### config.mk
export PLATFORM = sky130hd
export DESIGN_NAME = sha256_block_feeder
export DESIGN_NICKNAME = d
export VERILOG_FILES = /design/src/rtl/sha256_block_feeder_pkg.sv /design/src/rtl/sha256_word_buffer.sv /design/src/rtl/sha256_block_feeder.sv
export SDC_FILE = /design/constraint.sdc
export NUM_CORES = 2
export LEC_CHECK = 0
export CAP_MARGIN = 10
export CORE_MARGIN = 10
export CORE_UTILIZATION = 35
export CTS_CLUSTER_SIZE = 10
export DETAILED_ROUTE_END_ITERATION = 16
export PLACE_DENSITY = 0.55
export SYNTH_ARGS = -nofsm -noshare
export SYNTH_HDL_FRONTEND = slang
export SYNTH_SLANG_ARGS = --single-unit
### constraint.sdc
create_clock -name clk -period 34.3 [get_ports clk]
set_input_delay 5.145 -clock clk [delete_from_list [all_inputs] [get_ports clk]]
set_output_delay 5.145 -clock clk [all_outputs]
set_load 0.03 [all_outputs]
### src/rtl/sha256_block_feeder_pkg.sv
// Shared constants and FSM encoding for the SHA-256 block feeder and its word buffer.
package sha256_block_feeder_pkg;

    localparam int unsigned WORD_W       = 32;
    localparam int unsigned BLOCK_WORDS  = 16;
    localparam int unsigned DIGEST_WORDS = 8;

    typedef enum logic [2:0] {
        StIdle,
        StFill,
        StLaunch,
        StFeed,
        StWaitd,
        StDrain
    } feeder_state_e;

endpackage

### src/rtl/sha256_word_buffer.sv
// 16x32 message block register file: one synchronous write port, one combinational read port.
module sha256_word_buffer
    import sha256_block_feeder_pkg::*;
(
    input  logic              clk,
    input  logic              reset,
    input  logic              wr_en,
    input  logic [3:0]        wr_addr,
    input  logic [WORD_W-1:0] wr_data,
    input  logic [3:0]        rd_addr,
    output logic [WORD_W-1:0] rd_data
);

    logic [WORD_W-1:0] mem_q [BLOCK_WORDS];

    always_ff @(posedge clk or posedge reset) begin
        if (reset) begin
            for (int i = 0; i < BLOCK_WORDS; i++) begin
                mem_q[i] <= '0;
            end
        end else if (wr_en) begin
            mem_q[wr_addr] <= wr_data;
        end
    end

    assign rd_data = mem_q[rd_addr];

endmodule

### src/rtl/sha256_block_feeder.sv
// Host-side SHA-256 initiator: buffers message words into blocks, launches and feeds each
// block to the core, then captures the digest window and re-emits it as a stream.
module sha256_block_feeder #(
    parameter int unsigned FEED_GAP     = 1,
    parameter int unsigned DIGEST_WORDS = sha256_block_feeder_pkg::DIGEST_WORDS
) (
    input  logic                                       clk,
    input  logic                                       reset,
    input  logic                                       in_valid,
    output logic                                       in_ready,
    input  logic [sha256_block_feeder_pkg::WORD_W-1:0] in_data,
    input  logic                                       in_last,
    output logic                                       core_first,
    output logic                                       core_last,
    output logic [sha256_block_feeder_pkg::WORD_W-1:0] core_data,
    input  logic                                       core_busy,
    input  logic                                       core_oe,
    input  logic [sha256_block_feeder_pkg::WORD_W-1:0] core_digest,
    output logic                                       out_valid,
    input  logic                                       out_ready,
    output logic [sha256_block_feeder_pkg::WORD_W-1:0] out_data,
    output logic                                       out_last
);

    import sha256_block_feeder_pkg::*;

    // The output stream is always 8 words; DIGEST_WORDS only limits how many are captured.
    localparam int unsigned DIG_SLOTS = sha256_block_feeder_pkg::DIGEST_WORDS;
    localparam logic [4:0]  FEED_END  = 5'(FEED_GAP + BLOCK_WORDS - 1);
    localparam logic [2:0]  DIG_LAST  = 3'(DIGEST_WORDS - 1);

    feeder_state_e state_q, state_d;

    logic [3:0]        wcnt_q, wcnt_d;
    logic [4:0]        fcnt_q, fcnt_d;
    logic [2:0]        dcnt_q, dcnt_d;
    logic [2:0]        rcnt_q, rcnt_d;
    logic              first_pending_q, first_pending_d;
    logic              last_pending_q, last_pending_d;
    logic              err_q, err_d;
    logic              cap_q, cap_d;
    logic              core_oe_q;
    logic [WORD_W-1:0] dig_q [DIG_SLOTS];
    logic [WORD_W-1:0] dig_d [DIG_SLOTS];

    logic              buf_we;
    logic              feeding;
    logic [3:0]        feed_idx;
    logic [WORD_W-1:0] buf_rdata;

    assign feed_idx = 4'(fcnt_q - 5'(FEED_GAP));

    sha256_word_buffer u_buffer (
        .clk     (clk),
        .reset   (reset),
        .wr_en   (buf_we),
        .wr_addr (wcnt_q),
        .wr_data (in_data),
        .rd_addr (feed_idx),
        .rd_data (buf_rdata)
    );

    always_comb begin
        state_d         = state_q;
        wcnt_d          = wcnt_q;
        fcnt_d          = fcnt_q;
        dcnt_d          = dcnt_q;
        rcnt_d          = rcnt_q;
        first_pending_d = first_pending_q;
        last_pending_d  = last_pending_q;
        err_d           = err_q;
        cap_d           = cap_q;
        dig_d           = dig_q;
        buf_we          = 1'b0;
        feeding         = 1'b0;
        in_ready        = 1'b0;
        core_first      = 1'b0;
        core_last       = 1'b0;
        out_valid       = 1'b0;
        out_last        = 1'b0;
        out_data        = '0;

        unique case (state_q)
            StIdle: begin
                first_pending_d = 1'b1;
                state_d         = StFill;
            end
            StFill: begin
                in_ready = 1'b1;
                if (in_valid) begin
                    buf_we = 1'b1;
                    // A short last block is an error but is still launched as the final block.
                    if (wcnt_q == 4'd15 || in_last) begin
                        if (wcnt_q != 4'd15) begin
                            err_d = 1'b1;
                        end
                        wcnt_d         = '0;
                        last_pending_d = in_last;
                        state_d        = StLaunch;
                    end else begin
                        wcnt_d = wcnt_q + 4'd1;
                    end
                end
            end
            StLaunch: begin
                if (!core_busy) begin
                    core_first      = first_pending_q;
                    core_last       = last_pending_q;
                    first_pending_d = 1'b0;
                    fcnt_d          = '0;
                    state_d         = StFeed;
                end
            end
            StFeed: begin
                feeding = (fcnt_q >= 5'(FEED_GAP));
                if (fcnt_q == FEED_END) begin
                    fcnt_d = '0;
                    if (last_pending_q) begin
                        dcnt_d  = '0;
                        cap_d   = 1'b0;
                        state_d = StWaitd;
                        for (int i = 0; i < DIG_SLOTS; i++) begin
                            dig_d[i] = '0;
                        end
                    end else begin
                        state_d = StFill;
                    end
                end else begin
                    fcnt_d = fcnt_q + 5'd1;
                end
            end
            StWaitd: begin
                // Capture starts only on a rising core_oe so a stale window is never reused.
                if (core_oe && (cap_q || !core_oe_q)) begin
                    dig_d[dcnt_q] = core_digest;
                    cap_d         = 1'b1;
                    if (dcnt_q == DIG_LAST) begin
                        dcnt_d  = '0;
                        cap_d   = 1'b0;
                        state_d = StDrain;
                    end else begin
                        dcnt_d = dcnt_q + 3'd1;
                    end
                end else if (cap_q && !core_oe) begin
                    err_d   = 1'b1;
                    dcnt_d  = '0;
                    cap_d   = 1'b0;
                    state_d = StDrain;
                end
            end
            StDrain: begin
                out_valid = 1'b1;
                out_data  = dig_q[rcnt_q];
                out_last  = (rcnt_q == 3'd7);
                if (out_ready) begin
                    if (rcnt_q == 3'd7) begin
                        rcnt_d          = '0;
                        first_pending_d = 1'b1;
                        state_d         = StIdle;
                    end else begin
                        rcnt_d = rcnt_q + 3'd1;
                    end
                end
            end
            default: state_d = StIdle;
        endcase

        core_data = feeding ? buf_rdata : '0;
    end

    always_ff @(posedge clk or posedge reset) begin
        if (reset) begin
            state_q         <= StIdle;
            wcnt_q          <= '0;
            fcnt_q          <= '0;
            dcnt_q          <= '0;
            rcnt_q          <= '0;
            first_pending_q <= 1'b0;
            last_pending_q  <= 1'b0;
            err_q           <= 1'b0;
            cap_q           <= 1'b0;
            core_oe_q       <= 1'b0;
            for (int i = 0; i < DIG_SLOTS; i++) begin
                dig_q[i] <= '0;
            end
        end else begin
            state_q         <= state_d;
            wcnt_q          <= wcnt_d;
            fcnt_q          <= fcnt_d;
            dcnt_q          <= dcnt_d;
            rcnt_q          <= rcnt_d;
            first_pending_q <= first_pending_d;
            last_pending_q  <= last_pending_d;
            err_q           <= err_d;
            cap_q           <= cap_d;
            core_oe_q       <= core_oe;
            dig_q           <= dig_d;
        end
    end

endmodule
-- After elaboration in Yosys (flattened, before gate mapping)
Cells that the tools add are included.
W data, S select, Z words.
- add/subtract/negate cells: 5
- magnitude comparators: 7
- equality and inequality tests: 19
- muxes and demuxes: 60
- bitwise gates (word level): 4
- reduce and logical (&&, ||, !) cells: 20
- operator list (operator ; count):
    $mux W256 ; 3
    $bwmux W512 ; 1
    $pmux W256 S2 ; 1
    $bwmux W256 ; 1
    $mux W32 ; 8
    $bmux W32 S4 ; 1
    $demux W32 S4 ; 1
    $bmux W32 S3 ; 1
    $demux W32 S3 ; 1
    $mux W3 ; 16
    $mux W1 ; 18
    $pmux W3 S6 ; 1
    $ne A2 B2 Y1 const B ; 8
    $eq A3 B3 Y1 const B ; 4
    $reduce_and A4 Y1 ; 3
    $ge A5 B5 Y1 const B ; 2
    $mux W5 ; 2
    $not A4 Y5 ; 2
    $pmux W5 S2 ; 1
    $ge A4 B4 Y1 const B ; 2
    $not A3 Y4 ; 2
    $reduce_and A8 Y1 ; 1
    $add A3 B1 Y3 const B ; 2
    $eq A3 B2 Y1 const B ; 2
    other kinds (22) ; 31
- register bits: 790
- bits of input ports: 71
- word-level logic and storage cells: 148

-- Longest topological paths before layout
- depth in word-level cells: 8
- gate-level depth with buffers: 12
- mapped depth without buffers: 7

-- By module
Synthesis repeated with hierarchy kept, for this count alone.
- cells, all modules: 2355
- area total of the unflattened synthesis: 35952.0 um^2
- by module, submodules not included (module ; times used ; cells each ; area an instance (um^2)):
    sha256_word_buffer ; 1 ; 1410 ; 22945.8
    sha256_block_feeder ; 1 ; 945 ; 13006.2

-- Worst setup path after synthesis
No wires, ideal clock.
- kind: input to output
- start point: in core_busy
- end point: out core_first
- arrival: 5.689 ns
- data required time: 29.155 ns
- path slack: 23.466 ns
- cell stages on the path: 2
- path buffers: 0
- cell sequence: nor3_1 -> and2_1
- cells in the longest elaborated chain, start to end: 2
- ends and longest elaborated chain (what ; RTL line ; text):
    start, declared ; sha256_block_feeder.sv:16 ; input logic core_busy,
    $mux W1 ; sha256_block_feeder.sv:106 ; if (!core_busy) begin
    $mux W1 ; sha256_block_feeder.sv:83 ; unique case (state_q)
    end, declared ; sha256_block_feeder.sv:13 ; output logic core_first,
No other way between the ends.

-- Worst setup path in the final report
- start point: in core_busy
- end point: out core_last
- cells in the longest elaborated chain, start to end: 2
- ends and longest elaborated chain (what ; RTL line ; text):
    $mux W1 ; sha256_block_feeder.sv:106 ;
    $mux W1 ; sha256_block_feeder.sv:83 ;
    end, declared ; sha256_block_feeder.sv:14 ; output logic core_last,
No other way between the ends.

==> results.json <==
{
  "clk_pin_slew_ns": 0.05,
  "core_area_um2": 102000,
  "worstSetupStartpointType": "input pin",
  "clkLatencyLatePin_ns": 0.66,
  "cts_resized": 0,
  "crit_arrival_ns": 6.74,
  "die_w_um": 340,
  "hold_violations": 0,
  "grt_first_pass_wirelength_mm": 151,
  "yosys.cell_types.count": 54,
  "die_area_um2": 115000,
  "yosysSeqAreaShare_pct": 55.3,
  "hold_class": "flip-flop to flip-flop",
  "grt-ovfl-total": 0,
  "rsz0062_at_grt": "no",
  "slew_headroom_pct": 24.7,
  "cts_buffer_depth": 3,
  "fin_crit_ns": 11.88,
  "yosysTopAreaCellShare_pct": 55.3,
  "dp_hpwl_mm": 52.9,
  "drc": 0,
  "drt-initial-drc-count": 1206,
  "io_pins": 140,
  "power.leakage_uw": 0.0181,
  "routedWlPerCell_um": 25.7,
  "tightest_slew_ns": 1.13,
  "final_cells": 3784,
  "final_cell_mix": "786 x dfrtp_1, 506 x mux2_2, 256 x o2bb2ai_1",
  "place_congestion": 0.732,
  "setup_tns_ns": 0,
  "ys_warn_count": 0,
  "cts_made_buffers": 93,
  "layout_setup_ws_ns": 22.42,
  "nNetsFinal": 2463,
  "ys_ff_latch": 790,
  "finalCritPeriodShare_pct": 34.6,
  "grt_pass1_vias": 23700,
  "drv_cap": 0,
  "num_antenna_cells": 0,
  "cp_data_required_time_ns": 29.15,
  "fin_skew_ns": 0.0285,
  "synthFlopType": "dfrtp_1",
  "antenna_found_initial": 8,
  "syn_nets": 2392,
  "layout_commonest_cell": "dfrtp_1",
  "port_buffers": 139,
  "final_layout_size_suffix_gt1_share_pct": 37.8,
  "status": "finished clean",
  "power_density_nw_per_um2": 77.6,
  "synthTopCellsByArea": "dfrtp_1 55%, mux2_2 16%, mux4_2 12%, o2bb2ai_1 6.3%, mux2i_1 2.7%",
  "syn_inst": 2309,
  "syn_avg_cell_area_um2": 15.5,
  "drtAntennaViolNets": 0,
  "setup-violations-final": 0,
  "area.growth.synth_to_final_pct": 14.1,
  "pre_cts_slack_ns": 22.43,
  "path_max_fanout": 3,
  "rows": 117,
  "cts-hold-fix-buffers": 0,
  "critPathKind": "input pin to output pin",
  "report.final.slew_viol_count": 0,
  "ys_async_sr_fraction_pct": 100,
  "critPathCaptureType": "output pin",
  "initial_core_util_pct": 35.2,
  "grt_max_degree": 202,
  "viasPerCell": 5.58,
  "cts_tree": "built",
  "synth_area_um2": 35800,
  "max_freq_mhz": 84.2,
  "placed_cells": 3653,
  "yosys.area.top_type": "dfrtp_1",
  "fp.dieH_um": 340,
  "drtPass1Iterations": 5,
  "via_count": 21100,
  "cts_setup_buffers": 0,
  "cts.sinks": 790,
  "drt_wl_total_mm": 97.1,
  "vdd_drop_max_uv": 60.8,
  "grt_usage_pct": 16.7,
  "htree_levels": 3,
  "synth_edf_count": 0,
  "cts_root_buf": "clkbuf_16"
}
[where the power goes]
| part | internal (uW) | switching, uW | total [uW] |
|---|---|---|---|
| logic | 488 | 493 | 981 |
| clock network | 503 | 381 | 885 |
| registers | 1160 | 148 | 1300 |
[critical path: stages]
cell             delay, ns
clkdlybuf4s50_1       0.45
nor3_1                0.29
and2_1                0.18
clkdlybuf4s50_1       0.67
[worst paths after layout]
check                           startpoint                   to  slack, ns  cells after the start
worst min-delay path             dig_q[81]            dig_q[81]       0.48                      1
worst max-delay path             core_busy            core_last      22.42                      4
max in group asynchronous            reset  u_buffer.mem_q[296]      26.62                      4
min in group asynchronous            reset   u_buffer.mem_q[22]       5.11                      2
worst max register to register  state_q[0]   u_buffer.mem_q[78]      30.56                      5
worst min register to register   dig_q[81]            dig_q[81]       0.48                      1
[metal layers]
metal / vias to the layer above / GRT usage, % / wire length (um)
met2: 504 / 28.2 / 48100
met5: - / 0 / 80
met1: 11500 / 21.3 / 41500
li1: 8929 / - / -
met3: 185 / 3.53 / 4840
met4: 14 / 5.29 / 2620
[through the flow]
| step | hold WS, ns | util (%) | total power, uW | area (um2) |
|---|---|---|---|---|
| after floorplan | 0.451 | - | 2030 | 35800 |
| after global placement | 0.465 | 37.6 | 2270 | 38200 |
| after global routing | 0.494 | 40.2 | 3330 | 40800 |
| final | 0.482 | 40.2 | 3170 | 40800 |
| after detailed placement | 0.468 | 37.6 | 2310 | 38200 |
| after CTS | 0.483 | 40.2 | 3210 | 40800 |
[logic make-up after synthesis]
| family | after synthesis | synth area share (%) |
|---|---|---|
| AND/OR/NAND/NOR | 151 | 2.30 |
| AO/OA/AOI/OAI | 332 | 7.65 |
| flip-flops | 790 | 55.3 |
| adder cells (fa/ha/maj) | 12 | 0.420 |
| buffers and inverters | 219 | 3.25 |
| multiplexers | 803 | 31.1 |
| XOR/XNOR | 2 | 0.0700 |
[layout make-up]
class	count	area, um2
clock buffer	119	2490
inverter	8	37.5
fill	9291	60800
sequential	790	19800
multi-input combinational	1300	14900
clock inverter	12	131
tap	1368	1710
timing repair buffer	187	1760
[state kept, by name (all words and copies together) (netlist names)]
signal and cells:
cap_q 1, dcnt_q 3, dig_q 256, first_pending_q 1, state_q 3, fcnt_q 5, last_pending_q 1, wcnt_q 4
core_oe_q 1, rcnt_q 3, u_buffer.mem_q 512
[cells in the mapped netlist, drive strengths merged, types with 2 or more instances]
cell,count
o22ai,32
nand3,15
nand3b,5
a22o,6
mux4,192
and2,5
o2bb2ai,256
nor4bb,2
nor2,48
a21o,2
ha,12
nand2b,4
and3,2
inv,8
o21ai,25
dfrtp,790
nor2b,2
clkbuf,99
nand4,4
nor3,4
mux2i,97
or3b,3
a21oi,7
mux2,514
a31oi,2
nor3b,2
buf,112
nand2,48
Note: power is estimated with default switching activity, not from simulation.
